--- src/rtl/vga_cursor_overlay_pkg.sv ---
// Shared VGA definitions: screen geometry defaults, cursor size and update-FSM encoding.
package vga_cursor_overlay_pkg;

    localparam int H_VISIBLE_DEF = 640;
    localparam int V_VISIBLE_DEF = 480;
    localparam int CURSOR_SIZE   = 16;

    typedef enum logic {
        ST_IDLE    = 1'b0,
        ST_PENDING = 1'b1
    } upd_state_t;

    function automatic logic [9:0] clamp10(input logic [9:0] v, input logic [9:0] lim);
        return (v > lim) ? lim : v;
    endfunction

endpackage

--- src/rtl/vga_cursor_overlay_cursor_rom.sv ---
// 16x16 arrow bitmap, one row per lookup; bit 15 is the leftmost column.
module cursor_rom (
    input  logic [3:0]  i_row,
    output logic [15:0] o_bits
);

    always_comb begin
        o_bits = 16'h0000;
        case (i_row)
            4'd0:  o_bits = 16'h8000;
            4'd1:  o_bits = 16'hC000;
            4'd2:  o_bits = 16'hE000;
            4'd3:  o_bits = 16'hF000;
            4'd4:  o_bits = 16'hF800;
            4'd5:  o_bits = 16'hFC00;
            4'd6:  o_bits = 16'hFE00;
            4'd7:  o_bits = 16'hFF00;
            4'd8:  o_bits = 16'hFF80;
            4'd9:  o_bits = 16'hFFC0;
            4'd10: o_bits = 16'hFFE0;
            4'd11: o_bits = 16'hFFF0;
            default: o_bits = 16'h1C00; // stem, columns 3..5
        endcase
    end

endmodule

--- src/rtl/vga_cursor_overlay.sv ---
// Cursor overlay: position handshake with frame-synchronous update and zero-latency
// compositing of a 16x16 bitmap over the background pixel stream.
module vga_cursor_overlay
    import vga_cursor_overlay_pkg::*;
#(
    parameter int         H_VISIBLE    = H_VISIBLE_DEF,
    parameter int         V_VISIBLE    = V_VISIBLE_DEF,
    parameter logic [2:0] CURSOR_COLOR = 3'b111
) (
    input  logic       i_clk,
    input  logic       i_reset,
    input  logic       i_pixel_tick,
    input  logic       i_video_on,
    input  logic [9:0] i_pixel_x,
    input  logic [9:0] i_pixel_y,
    input  logic [2:0] i_bg_rgb,
    input  logic       i_cursor_en,
    input  logic       i_pos_valid,
    input  logic [9:0] i_pos_x,
    input  logic [9:0] i_pos_y,
    output logic       o_pos_ready,
    output logic [2:0] o_rgb,
    output logic       o_frame_tick,
    output logic [9:0] o_cur_x,
    output logic [9:0] o_cur_y
);

    localparam logic [9:0]  X_MAX = 10'(H_VISIBLE - 1);
    localparam logic [9:0]  Y_MAX = 10'(V_VISIBLE - 1);
    localparam logic [10:0] CSIZE = 11'(CURSOR_SIZE);

    upd_state_t r_state;
    logic       r_pos_ready;
    logic       r_frame_tick;
    logic       r_vblank_q;
    logic [9:0] r_shadow_x, r_shadow_y;
    logic [9:0] r_cur_x, r_cur_y;

    logic        w_vblank;
    logic        w_xfer;
    logic [10:0] w_px, w_py, w_cx, w_cy;
    logic        w_hit;
    logic [3:0]  w_row, w_col;
    logic [15:0] w_row_bits;
    logic        w_bit;

    assign w_vblank = (i_pixel_y >= 10'(V_VISIBLE));
    assign w_xfer   = i_pos_valid & r_pos_ready;

    // Sampler resets to 1 so a reset taken inside vblank does not fire a tick.
    always_ff @(posedge i_clk) begin
        if (i_reset) begin
            r_state      <= ST_IDLE;
            r_pos_ready  <= 1'b1;
            r_frame_tick <= 1'b0;
            r_vblank_q   <= 1'b1;
            r_shadow_x   <= '0;
            r_shadow_y   <= '0;
            r_cur_x      <= '0;
            r_cur_y      <= '0;
        end else begin
            r_frame_tick <= i_pixel_tick & w_vblank & ~r_vblank_q;
            if (i_pixel_tick)
                r_vblank_q <= w_vblank;
            case (r_state)
                ST_IDLE: begin
                    if (w_xfer) begin
                        r_shadow_x  <= clamp10(i_pos_x, X_MAX);
                        r_shadow_y  <= clamp10(i_pos_y, Y_MAX);
                        r_state     <= ST_PENDING;
                        r_pos_ready <= 1'b0;
                    end
                end
                ST_PENDING: begin
                    if (r_frame_tick) begin
                        r_cur_x     <= r_shadow_x;
                        r_cur_y     <= r_shadow_y;
                        r_state     <= ST_IDLE;
                        r_pos_ready <= 1'b1;
                    end
                end
                default: r_state <= ST_IDLE;
            endcase
        end
    end

    // 11-bit compare keeps cursors near the right/bottom edge from wrapping to 0.
    assign w_px  = {1'b0, i_pixel_x};
    assign w_py  = {1'b0, i_pixel_y};
    assign w_cx  = {1'b0, r_cur_x};
    assign w_cy  = {1'b0, r_cur_y};
    assign w_hit = (w_px >= w_cx) && (w_px < w_cx + CSIZE) &&
                   (w_py >= w_cy) && (w_py < w_cy + CSIZE);

    assign w_row = i_pixel_y[3:0] - r_cur_y[3:0];
    assign w_col = i_pixel_x[3:0] - r_cur_x[3:0];

    cursor_rom u_rom (
        .i_row  (w_row),
        .o_bits (w_row_bits)
    );

    assign w_bit = w_row_bits[~w_col];

    assign o_rgb        = (i_cursor_en & i_video_on & w_hit & w_bit) ? CURSOR_COLOR : i_bg_rgb;
    assign o_pos_ready  = r_pos_ready;
    assign o_frame_tick = r_frame_tick;
    assign o_cur_x      = r_cur_x;
    assign o_cur_y      = r_cur_y;

endmodule

--- config.mk ---
export PLATFORM = sky130hd
export DESIGN_NAME = vga_cursor_overlay
export DESIGN_NICKNAME = d
export VERILOG_FILES = /design/src/rtl/vga_cursor_overlay_pkg.sv /design/src/rtl/vga_cursor_overlay_cursor_rom.sv /design/src/rtl/vga_cursor_overlay.sv
export SDC_FILE = /design/constraint.sdc
export NUM_CORES = 1
export LEC_CHECK = 0
export BUFFER_PORTS_ARGS = -buffer_cell sky130_fd_sc_hd__buf_2
export CORE_MARGIN = 2
export CORE_UTILIZATION = 45
export CTS_CLUSTER_SIZE = 30
export DETAILED_ROUTE_END_ITERATION = 6
export PLACE_DENSITY = 0.82
export SLEW_MARGIN = 20
export SYNTH_ARGS = -nofsm -noshare
export SYNTH_HDL_FRONTEND = slang
export SYNTH_SLANG_ARGS = --single-unit
--- constraint.sdc ---
create_clock -name i_clk -period 3.9 [get_ports i_clk]
set_input_delay 0.195 -clock i_clk [delete_from_list [all_inputs] [get_ports i_clk]]
set_output_delay 0.195 -clock i_clk [all_outputs]
set_load 0.05 [all_outputs]
; ---- Word-level counts from Yosys, hierarchy flattened
; Memories as Yosys holds them, arrays and structs flattened.
; Cells that the tools add are included.
[classes]
add_sub_neg = 4
n_mul = 0
div = 0
magnitude_cmp = 8
eq_ne = 2
shift = 0
n_mux = 11
n_bitwise = 9
n_reduce_logical = 6
[ops]
columns = operator, count
row1 = $add A10 B5 Y11 const B, 2
row2 = $lt A10 B11 Y1, 2
row3 = $ge A10 B10 Y1, 2
row4 = $mux W10, 2
row5 = $ge A10 B9 Y1 const B, 1
row6 = $gt A10 B10 Y1 const B, 1
row7 = $gt A10 B9 Y1 const B, 1
row8 = $sub A4 B4 Y4, 2
row9 = $and A1 B1 Y1, 6
row10 = $reduce_and A2 Y1, 3
row11 = $lt A4 B5 Y1 const B, 1
row12 = $mux W1, 5
row13 = $bmux W1 S4, 1
row14 = $not A4 Y4, 1
row15 = $pmux W1 S2, 2
row16 = $logic_and A1 B1 Y1, 3
row17 = $mux W3, 1
row18 = $ne A2 B1 Y1 const B, 1
row19 = $ne A2 B2 Y1 const B, 1
row20 = $not A1 Y1, 2
[totals]
reg_bits = 44
latch_bits = 0
ram_bits = 0
rom_bits = 192
mem_count = 1
[mem_list]
columns = name, depth, word_bits, rd, rd_clocked_by_memory_dff, write_ports, line_no
row1 = (name not given), 16, 12, 1, 0, 0, vga_cursor_overlay_cursor_rom.sv:9  ; case (i_row)

; ---- Logic depth before layout (Yosys ltp)
[depth]
depth_word = 8
ltp_mapped = 10
ltp_nobuf = 10

; ---- By module
; Synthesis repeated with hierarchy kept, for this count alone.
[hier_totals]
hier_cells = 367
hier_area_um2 = 2891.5
[modules_own_cells]
columns = mod, instances, cells_per_inst, area_per_inst_um2, seq_area_each_um2
row1 = vga_cursor_overlay, 1, 343, 2767.7, 880.8
row2 = cursor_rom, 1, 24, 123.9, 0.0

; ---- Worst setup path before layout
; Ideal clock, no wire load.
[synth_timing]
path_kind = reg-to-output
startpoint = reg r_cur_x[0], in the netlist o_cur_x[0]
endpoint = out o_rgb[0]
t_arrival_ns = 3.194
required_time_ns = 3.705
path_slack_ns = 0.511
path_stages_with_launch = 9
path_buffers = 0
path_cell_list = dfxtp_1 > ha_1 > inv_1 > fa_1 > maj3_1 > maj3_1 > mux2i_1 > o221ai_2 > o21bai_1
[synth_between]
elab_chain_len = 8
word_cells_on_any_way = 13
cone_classes = add/sub (2) / order compare (2) / mux (3) / bitwise (3) / reduce/logical (3)
[synth_rtl]
columns = element, line_no
row1 = from (decl), vga_cursor_overlay.sv:37  ; logic [9:0] r_cur_x, r_cur_y;
row2 = from (signal assigned), vga_cursor_overlay.sv:76  ; r_cur_x <= r_shadow_x;
row3 = $add A10 B5 Y11, vga_cursor_overlay.sv:92  ; assign w_hit = (w_px >= w_cx) && (w_px < w_cx + CSIZE) &&
row4 = $lt A10 B11 Y1, vga_cursor_overlay.sv:92
row5 = $logic_and A1 B1 Y1 (2 in a row), vga_cursor_overlay.sv:92
row6 = $logic_and A1 B1 Y1, vga_cursor_overlay.sv:93  ; (w_py >= w_cy) && (w_py < w_cy + CSIZE);
row7 = $and A1 B1 Y1, vga_cursor_overlay.sv:105  ; assign o_rgb = (i_cursor_en & i_video_on & w_hit & w_bit) ? CURSOR_COLOR : i_bg_rgb;
row8 = $and A1 B1 Y1 *, vga_cursor_overlay.sv:105
row9 = $mux W3 *, vga_cursor_overlay.sv:105
row10 = to (decl), vga_cursor_overlay.sv:22  ; output logic [2:0] o_rgb,
; Every way passes the cells marked *; elsewhere a longest branch is shown, timed or not. The select of a mux whose other input is x is not followed.

; ---- Final worst setup path
[layout_timing]
startpoint = reg r_cur_y[0], in the netlist o_cur_y[0]
endpoint = out o_rgb[0]
[layout_between]
elab_chain_len = 6
word_cells_on_any_way = 12
cone_classes = add/sub (2) / order compare (2) / mux (3) / bitwise (2) / reduce/logical (2) / memory (1)
[layout_rtl]
columns = element, line_no
row1 = from (decl), vga_cursor_overlay.sv:37
row2 = from (signal assigned), vga_cursor_overlay.sv:77  ; r_cur_y <= r_shadow_y;
row3 = $sub A4 B4 Y4 (tied with other cells), vga_cursor_overlay.sv:95  ; assign w_row = i_pixel_y[3:0] - r_cur_y[3:0];
row4 = $mem_v2 Z16 W12 (tied with other cells), -
row5 = $bmux W1 S4 or $logic_and A1 B1 Y1 (tied branches), "vga_cursor_overlay.sv:103, vga_cursor_overlay.sv:93"
row6 = $mux W1 (not written as such) or $and A1 B1 Y1 (tied branches), "vga_cursor_overlay.sv:103, vga_cursor_overlay.sv:105"
row7 = $and A1 B1 Y1 *, vga_cursor_overlay.sv:105
row8 = $mux W3 *, vga_cursor_overlay.sv:105
; Marked as above.

==> results.sh <==
export IMPL_min_to="r_vblank_q"
export IMPL_skew_ns=0.00645
export IMPL_path_max_fanout=3
export IMPL_drv_cap=0
export IMPL_ir_drop_v=0.000259
export IMPL_vias_per_cell=5.18
export IMPL_synth_top_family_by_area="simple AND/OR/NAND/NOR gates"
export IMPL_hold_slack_ns=0.127
export IMPL_startpoint_type="flip-flop"
export IMPL_rows=28
export IMPL_ys_warn_count=0
export IMPL_switchingPower_w=0.000263
export IMPL_route_met2_wl_um=2830
export IMPL_netlist_instances=340
export IMPL_timing_final_max_slew_violations=0
export IMPL_avgSynthCellArea_sq_um=7.90
export IMPL_period_share_pct=80.0
export IMPL_cts_resized=0
export IMPL_grt_pass1_vias=2333
export IMPL_ctsLongestPathBuffers=2
export IMPL_die_height_um=81.2
export IMPL_synth_seq_cells=44
export IMPL_synth_xor_area_share_pct=3.59
export IMPL_seq_area_frac_synth_pct=32.8
export IMPL_nFillCells=582
export IMPL_grt_setup_unrepaired="false"
export IMPL_holdBufCountCts=0
export IMPL_antenna_found_initial=0
export IMPL_min_path_type="input pin to flip-flop"
export IMPL_r2r_end="r_shadow_x[2]"
export IMPL_pwr_share_seq_pct=47.6
export IMPL_async_flop_share_pct=0
export IMPL_clkSinkCount=44
export IMPL_synth_area_sq_mm=0.00269
export IMPL_post_synth_top_count_cell="nand2_1"
export IMPL_crit_path_end_kind="primary output"
export IMPL_drive_gt1_share_pct=20.7
export IMPL_r2r_start="r_state"
export IMPL_ff2ff_path_depth=4
export IMPL_drtIter0Drc=62
export IMPL_maxUsedRoutingLayer="met4"
export IMPL_pwr_share_clk_pct=35.7
export IMPL_die_area_sq_mm=0.00660
export IMPL_gp_congestion=0.812
export IMPL_min_path_cells=3
export IMPL_drt_wl_total_um=6130
export IMPL_syn_nets=425
export IMPL_dpl_hpwl_um=4930
export IMPL_synth_distinct_cells=43
export IMPL_first_pass_iters=5
export IMPL_synthSimpleGateAreaFrac_pct=23.4
export IMPL_drt_drc_violations_left=0
export IMPL_met1_length_um=2880
export IMPL_area_delta_synth_final_pct=20.1
export IMPL_cp_required_ns=3.70
export IMPL_cts_root_buf="clkbuf_8"
export IMPL_clkLatencyLatePin_ns=0.29
export IMPL_avgRoutedWirePerCell_um=12.6
export IMPL_core_area_sq_mm=0.00585
export IMPL_rrSetupSlack_ns=2.15
export IMPL_grt_overflow_total=0
export IMPL_synth_edf_count=0
export IMPL_synth_ff_type="dfxtp_1"
export IMPL_ios=74
export IMPL_cts_tree="built"
export IMPL_synth_top_area_share_pct=32.8
export IMPL_post_cts_buffers=0
export IMPL_switching_share_pct=25.9
export IMPL_crit_type="flip-flop to primary output"
export IMPL_ctsHtreeMaxLevel=2
export IMPL_grt_usage_pct=19.3
export IMPL_internal_power_w=0.000753
export IMPL_status="completed"
export IMPL_tightest_slew_ns=0.776
export IMPL_yosys_top_cells_count="nand2_1 (55), dfxtp_1 (44), a21oi_1 (39), ha_1 (34), nor2_1 (30)"
export IMPL_cts_clk_slew_worst_paths_ns=0.08
export IMPL_vias=2512
export IMPL_cts_buffers_inserted=5
export IMPL_grt_start_max_net_pins=45
export IMPL_synth_compound_area_share_pct=16.3
export IMPL_synth_area_leaders="dfxtp_1 (33%), ha_1 (16%), nand2_1 (7.7%), a21oi_1 (7.3%), nor2_1 (4.2%)"
export IMPL_synthAdderAreaFrac_pct=18.1
export IMPL_antenna_cells=0
export IMPL_setup_violations=0
export IMPL_maxSlewHeadroom_pct=48.3
export IMPL_layout_nets=494
export IMPL_muxShareOfSynthArea_pct=0.373
export IMPL_maxClockFrequency_mhz=321
export IMPL_combPwrFrac_pct=16.7
export IMPL_final_setup_tns_ns=0
export IMPL_cp_data_arrival_time_ns=2.92
export IMPL_p_leak_nw=1.37
export IMPL_route_met3_wl_um=350
export IMPL_hold_viol_final=0
export IMPL_start_util_pct=45.9
export IMPL_yosysTopAreaCell="dfxtp_1"
export IMPL_grt_pass1_wl_um=10100
export IMPL_worstHoldStart="i_pixel_tick"
export IMPL_die_w_um=81.2
export IMPL_port_buffers=73
export IMPL_post_route_min_period_ns=3.12
export IMPL_ant_nets=0
export IMPL_p_per_area_mw_per_mm2=315
## cell usage in the layout (no fill, tap or decap), types with 2 or more instances in the layout
cell,n
fa_1,2
nand3_1,9
nand3b_1,3
nand2_1,55
inv_1,28
ha_1,34
o21a_1,2
nand4_1,2
o21bai_1,3
clkbuf_8,6
o211ai_1,2
dfxtp_1,44
xnor2_1,10
a21o_1,3
nor2_1,30
o21ai_0,6
nor3_1,22
a21oi_1,39
buf_2,73
maj3_1,2
nand2b_1,4
nor3b_1,2
a211oi_1,3
and2_1,2
nor2b_1,3
## power by group through the flow
| stage | Sequential (W) | Combinational, W | Clock, W |
|---|---|---|---|
| after global routing | 0.000487 | 0.000193 | 0.000389 |
| after CTS | 0.000484 | 0.000171 | 0.000367 |
| after floorplan | 0.000497 | 0.000109 | 0 |
| after global placement | 0.000493 | 0.000164 | 0 |
| final | 0.000484 | 0.000170 | 0.000362 |
| after detailed placement | 0.000494 | 0.000170 | 0 |
## final cells by class
cell class / count / area [sq um] / share of cell area [%]
inverter: 28 / 105 / 3.26
sequential: 44 / 881 / 27.3
multi-input combinational: 257 / 1660 / 51.4
timing repair buffer: 73 / 365 / 11.3
clock buffer: 6 / 82.6 / 2.56
tap: 75 / 93.8 / 2.91
clock inverter: 2 / 38.8 / 1.20
## worst max-delay path by stage
stage / startpoint / to / slack, ns
2_1_floorplan: o_cur_x[0] / o_rgb[0] / 0.51
3_3_place_gp: i_pixel_x[0] / o_rgb[1] / 1.24
3_5_place_dp: o_cur_y[0] / o_rgb[0] / 1.09
4_1_cts: o_cur_y[0] / o_rgb[0] / 0.76
5_1_grt: o_cur_x[0] / o_rgb[0] / 0.63
6_report: o_cur_y[0] / o_rgb[0] / 0.78
## layer usage
layer	up-vias	global-route usage (%)
met5	-	0
met4	0	5.59
met3	8	3.89
met2	63	31.6
met1	1130	25.7
li1	1311	-
## per-stage QoR
step / instances / total power [W] / area (sq um) / utilization (%) / worst slack [ns]
floorplan: 340 / 0.000606 / 2690 / - / 0.511
global placement: 477 / 0.000658 / 3100 / 53.0 / 1.24
detailed placement: 477 / 0.000664 / 3100 / 53.0 / 1.09
CTS: 485 / 0.00102 / 3220 / 55.1 / 0.760
global route: 485 / 0.00107 / 3220 / 55.1 / 0.632
finish: 485 / 0.00102 / 3220 / 55.1 / 0.781
## critical path: stages, from the launching register on
cell and delay (ns):
dfxtp_1 0.38, ha_1 0.19, inv_1 0.05, fa_1 0.48, inv_1 0.04, maj3_1 0.36, maj3_1 0.36, mux2i_1 0.18
o221ai_2 0.14, o21bai_1 0.16, buf_2 0.28
## sequential cells by signal, indices dropped and copies added, names as in the netlist
register      flops
r_shadow_x       10
o_frame_tick      1
o_cur_y          10
r_vblank_q        1
o_cur_x          10
o_pos_ready       1
r_shadow_y       10
r_state           1
## cells by family (layout without fill, tap and decap cells)
family                     count (synthesis)  count (layout)
AOI/OAI and AO/OA                         70              70
xor gates and xnor gates                  11              11
adders and majority gates                 38              38
buffers and inverters                     39             109
DFF                                       44              44
muxes                                      1               1
and+or+nand+nor                          137             137
Note: power is estimated with default switching activity, not from simulation.
